[config.mk]
export PLATFORM = sky130hd
export DESIGN_NAME = vga_fb_arbiter
export DESIGN_NICKNAME = d
export VERILOG_FILES = /design/src/rtl/vga_pkg.sv /design/src/rtl/vga_pix_fifo.sv /design/src/rtl/vga_fb_arbiter.sv
export SDC_FILE = /design/constraint.sdc
export NUM_CORES = 1
export LEC_CHECK = 0
export ABC_AREA = 1
export CAP_MARGIN = 15
export CORE_MARGIN = 8
export CORE_UTILIZATION = 60
export CTS_CLUSTER_SIZE = 8
export DETAILED_ROUTE_END_ITERATION = 6
export PLACE_DENSITY_LB_ADDON = 0.1
export SYNTH_ARGS = -nofsm -noshare
export SYNTH_HDL_FRONTEND = slang
export SYNTH_HIERARCHICAL = 1
export SYNTH_SLANG_ARGS = --single-unit
[constraint.sdc]
create_clock -name i_clk -period 5.95 [get_ports i_clk]
set_clock_uncertainty 0.2 [all_clocks]
set_input_delay 0.595 -clock i_clk [delete_from_list [all_inputs] [get_ports i_clk]]
set_output_delay 0.595 -clock i_clk [all_outputs]
set_load 0.02 [all_outputs]
[src/rtl/vga_pkg.sv]
// vga_pkg
//   Display timing constants shared by vga_sync and the frame-buffer arbiter,
//   frame-buffer defaults, and the arbiter FSM state encoding.
package vga_pkg;

    // 640x480 @ 60 Hz timing, in pixel clocks / lines
    localparam int VGA_H_VIDEO = 640;
    localparam int VGA_H_FP    = 16;
    localparam int VGA_H_SYNC  = 96;
    localparam int VGA_H_BP    = 48;
    localparam int VGA_H_TOTAL = VGA_H_VIDEO + VGA_H_FP + VGA_H_SYNC + VGA_H_BP;
    localparam int VGA_V_VIDEO = 480;
    localparam int VGA_V_FP    = 10;
    localparam int VGA_V_SYNC  = 2;
    localparam int VGA_V_BP    = 33;
    localparam int VGA_V_TOTAL = VGA_V_VIDEO + VGA_V_FP + VGA_V_SYNC + VGA_V_BP;

    // Frame-buffer defaults
    localparam int FB_ADDR_W     = 19;
    localparam int FB_DATA_W     = 8;
    localparam int FB_FIFO_DEPTH = 16;
    localparam int FB_LOW_WM     = 4;

    typedef enum logic {
        ST_FLUSH = 1'b0,
        ST_RUN   = 1'b1
    } fb_state_t;

    // Number of RAM words scanned out per frame
    function automatic int fb_frame_words(input int h, input int v);
        return h * v;
    endfunction

endpackage

[src/rtl/vga_pix_fifo.sv]
// vga_pix_fifo
//   Synchronous pixel FIFO with flush. Head word is visible combinationally
//   on o_rdata; a pop advances past it. Push while full and pop while empty
//   are ignored; flush dominates push/pop.
// Ports
//   i_clk, i_rst_n   clock, async active-low reset
//   i_flush          empty the FIFO this cycle
//   i_push, i_wdata  write a word
//   i_pop            consume head word
//   o_rdata          head word
//   o_level          occupancy 0..DEPTH
//   o_empty          occupancy == 0
module vga_pix_fifo #(
    parameter  int DEPTH  = 16,
    parameter  int DATA_W = 8,
    localparam int PTR_W  = $clog2(DEPTH),
    localparam int LVL_W  = PTR_W + 1
) (
    input  logic              i_clk,
    input  logic              i_rst_n,
    input  logic              i_flush,
    input  logic              i_push,
    input  logic [DATA_W-1:0] i_wdata,
    input  logic              i_pop,
    output logic [DATA_W-1:0] o_rdata,
    output logic [LVL_W-1:0]  o_level,
    output logic              o_empty
);

    logic [DATA_W-1:0] r_mem [DEPTH];
    logic [PTR_W-1:0]  r_wr_ptr;
    logic [PTR_W-1:0]  r_rd_ptr;
    logic [LVL_W-1:0]  r_level;
    logic              w_full;
    logic              w_push;
    logic              w_pop;

    assign o_empty = (r_level == '0);
    assign w_full  = (r_level == LVL_W'(DEPTH));
    assign w_push  = i_push && !w_full && !i_flush;
    assign w_pop   = i_pop && !o_empty && !i_flush;
    assign o_rdata = r_mem[r_rd_ptr];
    assign o_level = r_level;

    always_ff @(posedge i_clk) begin
        if (w_push) r_mem[r_wr_ptr] <= i_wdata;
    end

    // DEPTH is a power of two, so pointers wrap by natural overflow
    always_ff @(posedge i_clk or negedge i_rst_n) begin
        if (!i_rst_n) begin
            r_wr_ptr <= '0;
            r_rd_ptr <= '0;
            r_level  <= '0;
        end else if (i_flush) begin
            r_wr_ptr <= '0;
            r_rd_ptr <= '0;
            r_level  <= '0;
        end else begin
            if (w_push) r_wr_ptr <= r_wr_ptr + 1'b1;
            if (w_pop)  r_rd_ptr <= r_rd_ptr + 1'b1;
            case ({w_push, w_pop})
                2'b10:   r_level <= r_level + 1'b1;
                2'b01:   r_level <= r_level - 1'b1;
                default: r_level <= r_level;
            endcase
        end
    end

endmodule

[src/rtl/vga_fb_arbiter.sv]
// vga_fb_arbiter
//   Shares one single-port pixel RAM between display scanout and a drawing
//   writer. A prefetch FIFO is kept topped up from a linear fetch counter;
//   when committed occupancy drops below LOW_WM the fetch pre-empts the
//   writer, otherwise the writer wins over a plain top-up fetch.
// Ports
//   i_clk, i_rst_n         pixel clock, async active-low reset
//   i_pixel_y, i_video_on  position/active flag from vga_sync
//   i_wr_valid/o_wr_ready  writer handshake, i_wr_addr/i_wr_data payload
//   o_mem_*                RAM strobe/we/address/write data (combinational)
//   i_mem_rdata            RAM read data, one cycle after a read strobe
//   o_pix_data             scanout pixel, one cycle after i_video_on
//   o_underflow            sticky starvation flag, cleared at frame start
module vga_fb_arbiter
    import vga_pkg::*;
#(
    parameter int ADDR_W     = FB_ADDR_W,
    parameter int DATA_W     = FB_DATA_W,
    parameter int H_VIDEO    = VGA_H_VIDEO,
    parameter int V_VIDEO    = VGA_V_VIDEO,
    parameter int FIFO_DEPTH = FB_FIFO_DEPTH,
    parameter int LOW_WM     = FB_LOW_WM
) (
    input  logic              i_clk,
    input  logic              i_rst_n,
    input  logic [9:0]        i_pixel_y,
    input  logic              i_video_on,
    input  logic              i_wr_valid,
    output logic              o_wr_ready,
    input  logic [ADDR_W-1:0] i_wr_addr,
    input  logic [DATA_W-1:0] i_wr_data,
    output logic              o_mem_en,
    output logic              o_mem_we,
    output logic [ADDR_W-1:0] o_mem_addr,
    output logic [DATA_W-1:0] o_mem_wdata,
    input  logic [DATA_W-1:0] i_mem_rdata,
    output logic [DATA_W-1:0] o_pix_data,
    output logic              o_underflow
);

    localparam int                LVL_W       = $clog2(FIFO_DEPTH) + 1;
    localparam logic [ADDR_W-1:0] FRAME_WORDS = ADDR_W'(fb_frame_words(H_VIDEO, V_VIDEO));

    fb_state_t         r_state;
    fb_state_t         w_state_nxt;
    logic [9:0]        r_prev_y;
    logic [ADDR_W-1:0] r_fetch_addr;
    logic              r_rd_inflight;
    logic [DATA_W-1:0] r_pix_data;
    logic              r_underflow;

    logic              w_frame_start;
    logic              w_flush;
    logic              w_run;
    logic [LVL_W-1:0]  w_level;
    logic [LVL_W:0]    w_committed;
    logic              w_room;
    logic              w_can_fetch;
    logic              w_urgent;
    logic              w_grant_fetch;
    logic              w_grant_write;
    logic              w_push;
    logic              w_pop;
    logic              w_empty;
    logic [DATA_W-1:0] w_head;

    assign w_flush = (r_state == ST_FLUSH);
    assign w_run   = (r_state == ST_RUN);

    // Frame start: previous line was the last active one and the new line
    // is past the active area.
    assign w_frame_start = (r_prev_y == 10'(V_VIDEO - 1)) && (i_pixel_y >= 10'(V_VIDEO));

    // Words already in the FIFO plus the one on its way back from the RAM
    assign w_committed   = {1'b0, w_level} + {{LVL_W{1'b0}}, r_rd_inflight};
    assign w_room        = (w_committed < (LVL_W + 1)'(FIFO_DEPTH));
    assign w_can_fetch   = w_run && w_room && (r_fetch_addr < FRAME_WORDS);
    assign w_urgent      = w_can_fetch && (w_committed < (LVL_W + 1)'(LOW_WM));
    assign w_grant_fetch = w_can_fetch && (w_urgent || !i_wr_valid);
    assign w_grant_write = w_run && i_wr_valid && !w_grant_fetch;

    // No RAM access is granted in FLUSH, so the only read that can be
    // outstanding when the flush starts returns during FLUSH itself; gating
    // the push on RUN is what drops it.
    assign w_push = r_rd_inflight && w_run;
    assign w_pop  = w_run && i_video_on && !w_empty;

    always_comb begin
        o_mem_en    = 1'b0;
        o_mem_we    = 1'b0;
        o_mem_addr  = '0;
        o_mem_wdata = '0;
        o_wr_ready  = 1'b0;
        if (w_grant_fetch) begin
            o_mem_en   = 1'b1;
            o_mem_addr = r_fetch_addr;
        end else if (w_grant_write) begin
            o_mem_en    = 1'b1;
            o_mem_we    = 1'b1;
            o_mem_addr  = i_wr_addr;
            o_mem_wdata = i_wr_data;
            o_wr_ready  = 1'b1;
        end
    end

    always_comb begin
        w_state_nxt = r_state;
        case (r_state)
            ST_FLUSH: w_state_nxt = ST_RUN;
            ST_RUN:   w_state_nxt = ST_RUN;
            default:  w_state_nxt = ST_FLUSH;
        endcase
        if (w_frame_start) w_state_nxt = ST_FLUSH;
    end

    always_ff @(posedge i_clk or negedge i_rst_n) begin
        if (!i_rst_n) begin
            r_state       <= ST_FLUSH;
            r_prev_y      <= '0;
            r_fetch_addr  <= '0;
            r_rd_inflight <= 1'b0;
        end else begin
            r_state       <= w_state_nxt;
            r_prev_y      <= i_pixel_y;
            r_rd_inflight <= w_grant_fetch;
            if (w_flush)
                r_fetch_addr <= '0;
            else if (w_grant_fetch)
                r_fetch_addr <= r_fetch_addr + 1'b1;
        end
    end

    // Scanout: one pop per active cycle; starvation outputs black and
    // latches underflow until the next flush.
    always_ff @(posedge i_clk or negedge i_rst_n) begin
        if (!i_rst_n) begin
            r_pix_data  <= '0;
            r_underflow <= 1'b0;
        end else if (w_flush) begin
            r_pix_data  <= '0;
            r_underflow <= 1'b0;
        end else if (i_video_on) begin
            if (!w_empty) begin
                r_pix_data <= w_head;
            end else begin
                r_pix_data  <= '0;
                r_underflow <= 1'b1;
            end
        end else begin
            r_pix_data <= '0;
        end
    end

    assign o_pix_data  = r_pix_data;
    assign o_underflow = r_underflow;

    vga_pix_fifo #(
        .DEPTH  (FIFO_DEPTH),
        .DATA_W (DATA_W)
    ) u_fifo (
        .i_clk   (i_clk),
        .i_rst_n (i_rst_n),
        .i_flush (w_flush),
        .i_push  (w_push),
        .i_wdata (i_mem_rdata),
        .i_pop   (w_pop),
        .o_rdata (w_head),
        .o_level (w_level),
        .o_empty (w_empty)
    );

endmodule

# --- Word-level counts from Yosys, hierarchy flattened ---
# Memory sizes are Yosys's and may differ from the RTL's.
# Cells that the tools add are included.
totals:
  output_inout_bits: 39
  mem_bits_rw: 128
  reg_bits: 53
  word_cells: 75
  memories: 1
  inputBits: 49
  latch_bits: 0
  mem_bits_ro: 0
classes:
  bitwise_logic: 0
  order_cmp: 4
  n_eq_ne: 10
  add_sub_neg: 6
  n_shift: 0
  div: 0
  mux: 24
  n_mul: 0
  reduce_logical: 21
memory_table:
  columns: ["memory", "words", "width", "rd", "rd_clocked_by_memory_dff", "wr", "line_no", "rtl"]
  rows:
  - ["u_fifo.r_mem", 16, 8, 1, 0, 1, "vga_pix_fifo.sv:30", "logic [DATA_W-1:0] r_mem [DEPTH];"]
ops:
  columns: ["cell", "count"]
  rows:
  - ["19-bit two-way mux", 4]
  - ["8-bit two-way mux", 5]
  - ["19-bit by 1-bit adder with 19-bit output, second input constant", 1]
  - ["19-bit less-than comparator, second input constant", 1]
  - ["4-bit two-way mux", 4]
  - ["1-bit logical AND", 14]
  - ["10-bit by 9-bit equality test with 1-bit output, second input constant", 1]
  - ["10-bit by 9-bit greater-or-equal comparator with 1-bit output, second input constant", 1]
  - ["5-bit case mux with 2 select lines", 1]
  - ["1-bit two-way mux", 9]
  - ["4-bit by 1-bit adder with 4-bit output, second input constant", 2]
  - ["2-bit by 1-bit inequality test with 1-bit output, second input constant", 4]
  - ["5-bit by 1-bit adder with 6-bit output", 1]
  - ["6-bit by 3-bit less-than comparator with 1-bit output, second input constant", 1]
  - ["6-bit by 5-bit less-than comparator with 1-bit output, second input constant", 1]
  - ["5-bit by 1-bit adder with 5-bit output, second input constant", 1]
  - ["5-bit equality test, second input constant", 1]
  - ["5-bit zero test", 1]
  - ["5-bit two-way mux", 1]
  - ["5-bit by 1-bit subtractor with 5-bit output, second input constant", 1]
  - ["1-bit zero test", 4]
  - ["3-bit by 1-bit inequality test with 1-bit output, second input constant", 1]
  - ["2-bit by 1-bit equality test with 1-bit output, second input constant", 1]
  - ["2-bit equality test, second input constant", 1]
  - ["other kinds (3)", 3]

# --- Longest topological paths before layout ---
depth:
  depth_word: 11
  depth_mapped: 17
  depth_no_buf: 17

# --- Cells and area by module ---
# The synthesis kept the hierarchy.
by_module_without_submodules:
  columns: ["module", "cells_per_inst", "area_per_inst_um2", "n_inst"]
  rows:
  - ["vga_pix_fifo", 499, 5964.5, 1]
  - ["vga_fb_arbiter", 307, 2363.5, 1]

# --- Least setup slack after synthesis ---
# No wires, ideal clock.
synth_path:
  kind: "reg2reg"
  startpoint: "register u_fifo.r_level[4], in the netlist u_fifo/o_level[4]"
  endpoint: "register u_fifo.r_level[4], in the netlist u_fifo/o_level[4]"
  arrival_ns: 2.096
  path_stages_with_launch: 18
  t_required_ns: 5.634
  setup_slack_ns: 3.537
  path_cell_list: "dfrtp_1 -> inv_1 -> nand3_2 -> inv_1 -> nor2_1 -> nand2_4 -> inv_4 -> nand3_1 -> fa_1 -> nand3b_1 -> nand2_1 -> nand2_1 -> nand2_1 -> inv_1 -> nand2_1 -> nand2_1 -> nand2_1 -> nand2_1"
synth_via:
  elab_chain_cells: 8
synth_rtl:
  columns: ["element", "line_no", "rtl"]
  rows:
  - ["start, declared", "vga_pix_fifo.sv:33", "logic [LVL_W-1:0] r_level;"]
  - ["start signal, assigned", "vga_pix_fifo.sv:63", "2'b10: r_level <= r_level + 1'b1;"]
  - ["start signal, assigned", "vga_pix_fifo.sv:64", "2'b01: r_level <= r_level - 1'b1;"]
  - ["start signal, assigned", "vga_pix_fifo.sv:65", "default: r_level <= r_level;"]
  - ["5-bit zero test *", "vga_pix_fifo.sv:38", "assign o_empty = (r_level == '0);"]
  - ["via w_empty", "vga_fb_arbiter.sv:64", "logic w_empty;"]
  - ["1-bit zero test *", "vga_fb_arbiter.sv:86", "assign w_pop = w_run && i_video_on && !w_empty;"]
  - ["1-bit logical AND *", "vga_fb_arbiter.sv:86", null]
  - ["via w_pop", "vga_fb_arbiter.sv:63", "logic w_pop;"]
  - ["1-bit logical AND * (2 in series)", "vga_pix_fifo.sv:41", "assign w_pop = i_pop && !o_empty && !i_flush;"]
  - ["2-bit by 1-bit equality test with 1-bit output or 2-bit equality test (tied branches)", "vga_pix_fifo.sv:62", "case ({w_push, w_pop})"]
  - ["5-bit case mux with 2 select lines", "vga_pix_fifo.sv:62", null]
  - ["5-bit two-way mux", "vga_pix_fifo.sv:55", "end else if (i_flush) begin"]
# The timed path passes the listed nets; every way through them passes the cells marked *.
# A chain may end at the register's enable or synchronous reset.

# --- Worst setup path in the final report ---
layout_path:
  startpoint: "register r_state"
  endpoint: "output o_mem_addr[9]"
layout_via:
  elab_chain_cells: 9
layout_rtl:
  columns: ["element", "line_no", "rtl"]
  rows:
  - ["start, declared", "vga_fb_arbiter.sv:44", "fb_state_t r_state;"]
  - ["start signal, assigned", "vga_fb_arbiter.sv:123", "r_state <= w_state_nxt;"]
  - ["1-bit logical AND (2 in series)", "vga_fb_arbiter.sv:77", "assign w_can_fetch = w_run && w_room && (r_fetch_addr < FRAME_WORDS);"]
  - ["1-bit logical AND", "vga_fb_arbiter.sv:78", "assign w_urgent = w_can_fetch && (w_committed < (LVL_W + 1)'(LOW_WM));"]
  - ["1-bit logical OR", "vga_fb_arbiter.sv:79", "assign w_grant_fetch = w_can_fetch && (w_urgent || !i_wr_valid);"]
  - ["1-bit logical AND", "vga_fb_arbiter.sv:79", null]
  - ["1-bit zero test", "vga_fb_arbiter.sv:80", "assign w_grant_write = w_run && i_wr_valid && !w_grant_fetch;"]
  - ["1-bit logical AND", "vga_fb_arbiter.sv:80", null]
  - ["19-bit two-way mux", "vga_fb_arbiter.sv:97", "end else if (w_grant_write) begin"]
  - ["19-bit two-way mux *", "vga_fb_arbiter.sv:94", "if (w_grant_fetch) begin"]
  - ["end, declared", "vga_fb_arbiter.sv:34", "output logic [ADDR_W-1:0] o_mem_addr,"]
# Mark *: on every way between the ends. The rest lies on a longest branch, timed or not.

==> results.md <==
- Post-synth EDFFs: 128
- Setup CP Type: flop to output port
- Crit. End Element: output port
- Starting density of the core: 0.607
- DRT Pass-1 Iters: 5
- Die Ht: 134 µm
- Synthesized cell area: 8330 µm²
- Yosys top cell by area: edfxtp_1
- Largest net degree at the start of global routing: 75
- CP startpoint kind: flop
- Rows: 43
- CTS Buffer Depth: 2
- Sw frac: 0.385
- Routed vias/inst: 5.66
- Setup violations, final: 0
- Net count reported at finish: 943
- Core box area: 13700 µm²
- # hold bufs at CTS: 0
- Worst hold slack: 95.4 ps
- Worst slew margin: 0.336
- Worst Path Max Fanout: 24
- Hold Crit Class: input pin to asynchronous set/reset pin
- Pins Over Slew Limit: 0
- Top-area cell type share of the netlist area: 0.462
- Clock sink count: 181
- Worst-Skew Late Latency: 420 ps
- Initial antenna violation count: 0
- Worst vdd ir: 284 µV
- Overall power: 4.51 mW
- Antenna Nets Post-Route: 0
- Seq/Total Area, Yosys: 0.621
- Highest clock rate: 268 MHz
- DR WL/cell: 18.1 µm
- Synth async-reset ratio: 0.293
- Final hold viol count: 0
- Gate count after technology mapping: 806
- Seq pwr share: 0.376
- Leak pwr: 3.91 nW
- Root buf cell: clkbuf_16
- First-pass GRT wire length: 31200 µm
- CTS tree: yes
- Share of layout cells above drive strength 1: 0.0948
- RSZ-0062 raised after global routing: no
- DR iter-0 viols: 489
- Via count: 6101
- Total Neg Setup Slack: 0 ps
- Total gr overflow: 0
- P_int: 2.78 mW
- Antenna cells: 0
- Post-CTS setup-driven buffer insertion count: 0
- Top cells by area, synth: edfxtp_1 (46%), dfrtp_1 (16%), nand2_1 (7.7%), nor2_1 (3.9%), inv_1 (3.7%)
- Final period utilization: 0.627
- Clk slew on worst S/H paths: 60 ps
- Status: completed
- PwrDens: 459 nW/µm²
- Avg Cell Area, Syn: 10.3 µm²
- Synth cell count leaders: nand2_1 (170), edfxtp_1 (128), nor2_1 (87)
- Synth Net Count: 865
- Synth-to-Final Area Change: 18.0%
- TritonCTS buffer count: 17
- Port bufs: 87
- Register bit count reported by yosys: 181
- Top-count cell post-synth: nand2_1
- Fin util: 0.717
- Synth cell types: 38
- Post-cts sizing count: 0
- Placed wire-length estimate: 12800 µm
- Tightest Pin Transition: 995 ps
- Ys flop type: edfxtp_1
- Share of total power in the clock network: 0.253
- Layout filler cell count: 995
- Vias in the first global route: 6225
- Placer Congestion: 0.855
- Synth warnings: 6
- Req. time, crit path: 5160 ps
- Combinational share of power: 0.372
- # H-tree levels: 4
- Max_cap viols: 0
- DIE WIDTH: 134 µm
- Min cycle time layout: 3730 ps
- # DRC: 0
- Total track usage: 0.223
- I/O pins: 88
- Post-Route WL: 19500 µm
- Critical path arrival: 2940 ps
- Die area: 17900 µm²
- Sw Pwr: 1.74 mW
worst max-delay path: stages (launching register included):
cell and delay (ps):
dfrtp_1 660, nand2_1 130, nor2_2 210, nand3_4 320
nand2_4 380, inv_2 140, nand2_1 80, nand2_1 40
clkdlybuf4s50_1 540
sequential cells by signal, indices dropped and copies added (netlist names), 4 cells and up:
name             count
u_fifo/r_mem       128
r_fetch_addr        19
r_prev_y            10
o_pix_data           8
u_fifo/o_level       5
u_fifo/r_rd_ptr      4
u_fifo/r_wr_ptr      4
power groups by stage:
stage	registers (mW)	logic (mW)	clock network, mW
3_5_place_dp	1.71	1.66	0
3_3_place_gp	1.70	1.61	0
2_1_floorplan	1.67	1.22	0
5_1_grt	1.71	1.86	1.20
6_report	1.70	1.68	1.14
4_1_cts	1.69	1.68	1.15
cell families after synthesis:
family                     share of synthesized area
and+or+nand+nor                                0.196
DFF                                            0.621
buffers and inverters                         0.0672
AOI/OAI and AO/OA                             0.0915
adders and majority gates                     0.0159
xor gates and xnor gates                     0.00841
placed cells by master (no fill, tap or decap), types with 11 or more instances in the layout:
master / instances
nand3_1: 56
nand4_1: 24
o211ai_1: 12
dfrtp_1: 52
o22ai_1: 11
nor2_1: 87
clkbuf_16: 17
o22ai_2: 12
nand2_1: 170
clkdlybuf4s50_1: 86
o21ai_0: 44
inv_1: 83
edfxtp_1: 128
a21oi_1: 22
layout make-up:
class	count	area (µm²)	share of cell area
tap	180	225	0.0229
timing repair buffer	89	881	0.0896
clock inverter	12	156	0.0159
multi-input combinational	503	2600	0.264
sequential	181	5170	0.526
clock buffer	20	447	0.0454
inverter	92	352	0.0358
per-stage QoR:
| step | cells | cell area, µm² | setup slack, ps |
|---|---|---|---|
| 2_1_floorplan | 806 | 8330 | 3540 |
| 3_3_place_gp | 1045 | 9230 | 2490 |
| 3_5_place_dp | 1045 | 9230 | 2470 |
| 5_1_grt | 1077 | 9830 | 2030 |
| 4_1_cts | 1077 | 9830 | 2190 |
| 6_report | 1077 | 9830 | 2220 |
layer usage:
metal  vias to the layer above  GRT usage  wire length [µm]
li1                       2897          -                 -
met4                         0     0.0923               482
met5                         -          0                 0
met1                      2915      0.262              7630
met3                        36     0.0512              1340
met2                       253      0.388             10100
worst paths after layout:
check,end,slack [ps],startpoint,cells after the start
setup / recovery,o_mem_addr[9],2220,r_state,8
hold / removal,r_fetch_addr[6],100,i_rst_n,2
setup reg to reg,u_fifo/r_mem[5][0],2890,r_state,4
hold reg to reg,r_state,290,r_prev_y[9],2
max in group asynchronous,u_fifo/r_rd_ptr[0],4940,i_rst_n,2
min in group i_clk,r_state,290,r_prev_y[9],2
Note: power is estimated with default switching activity, not from simulation.
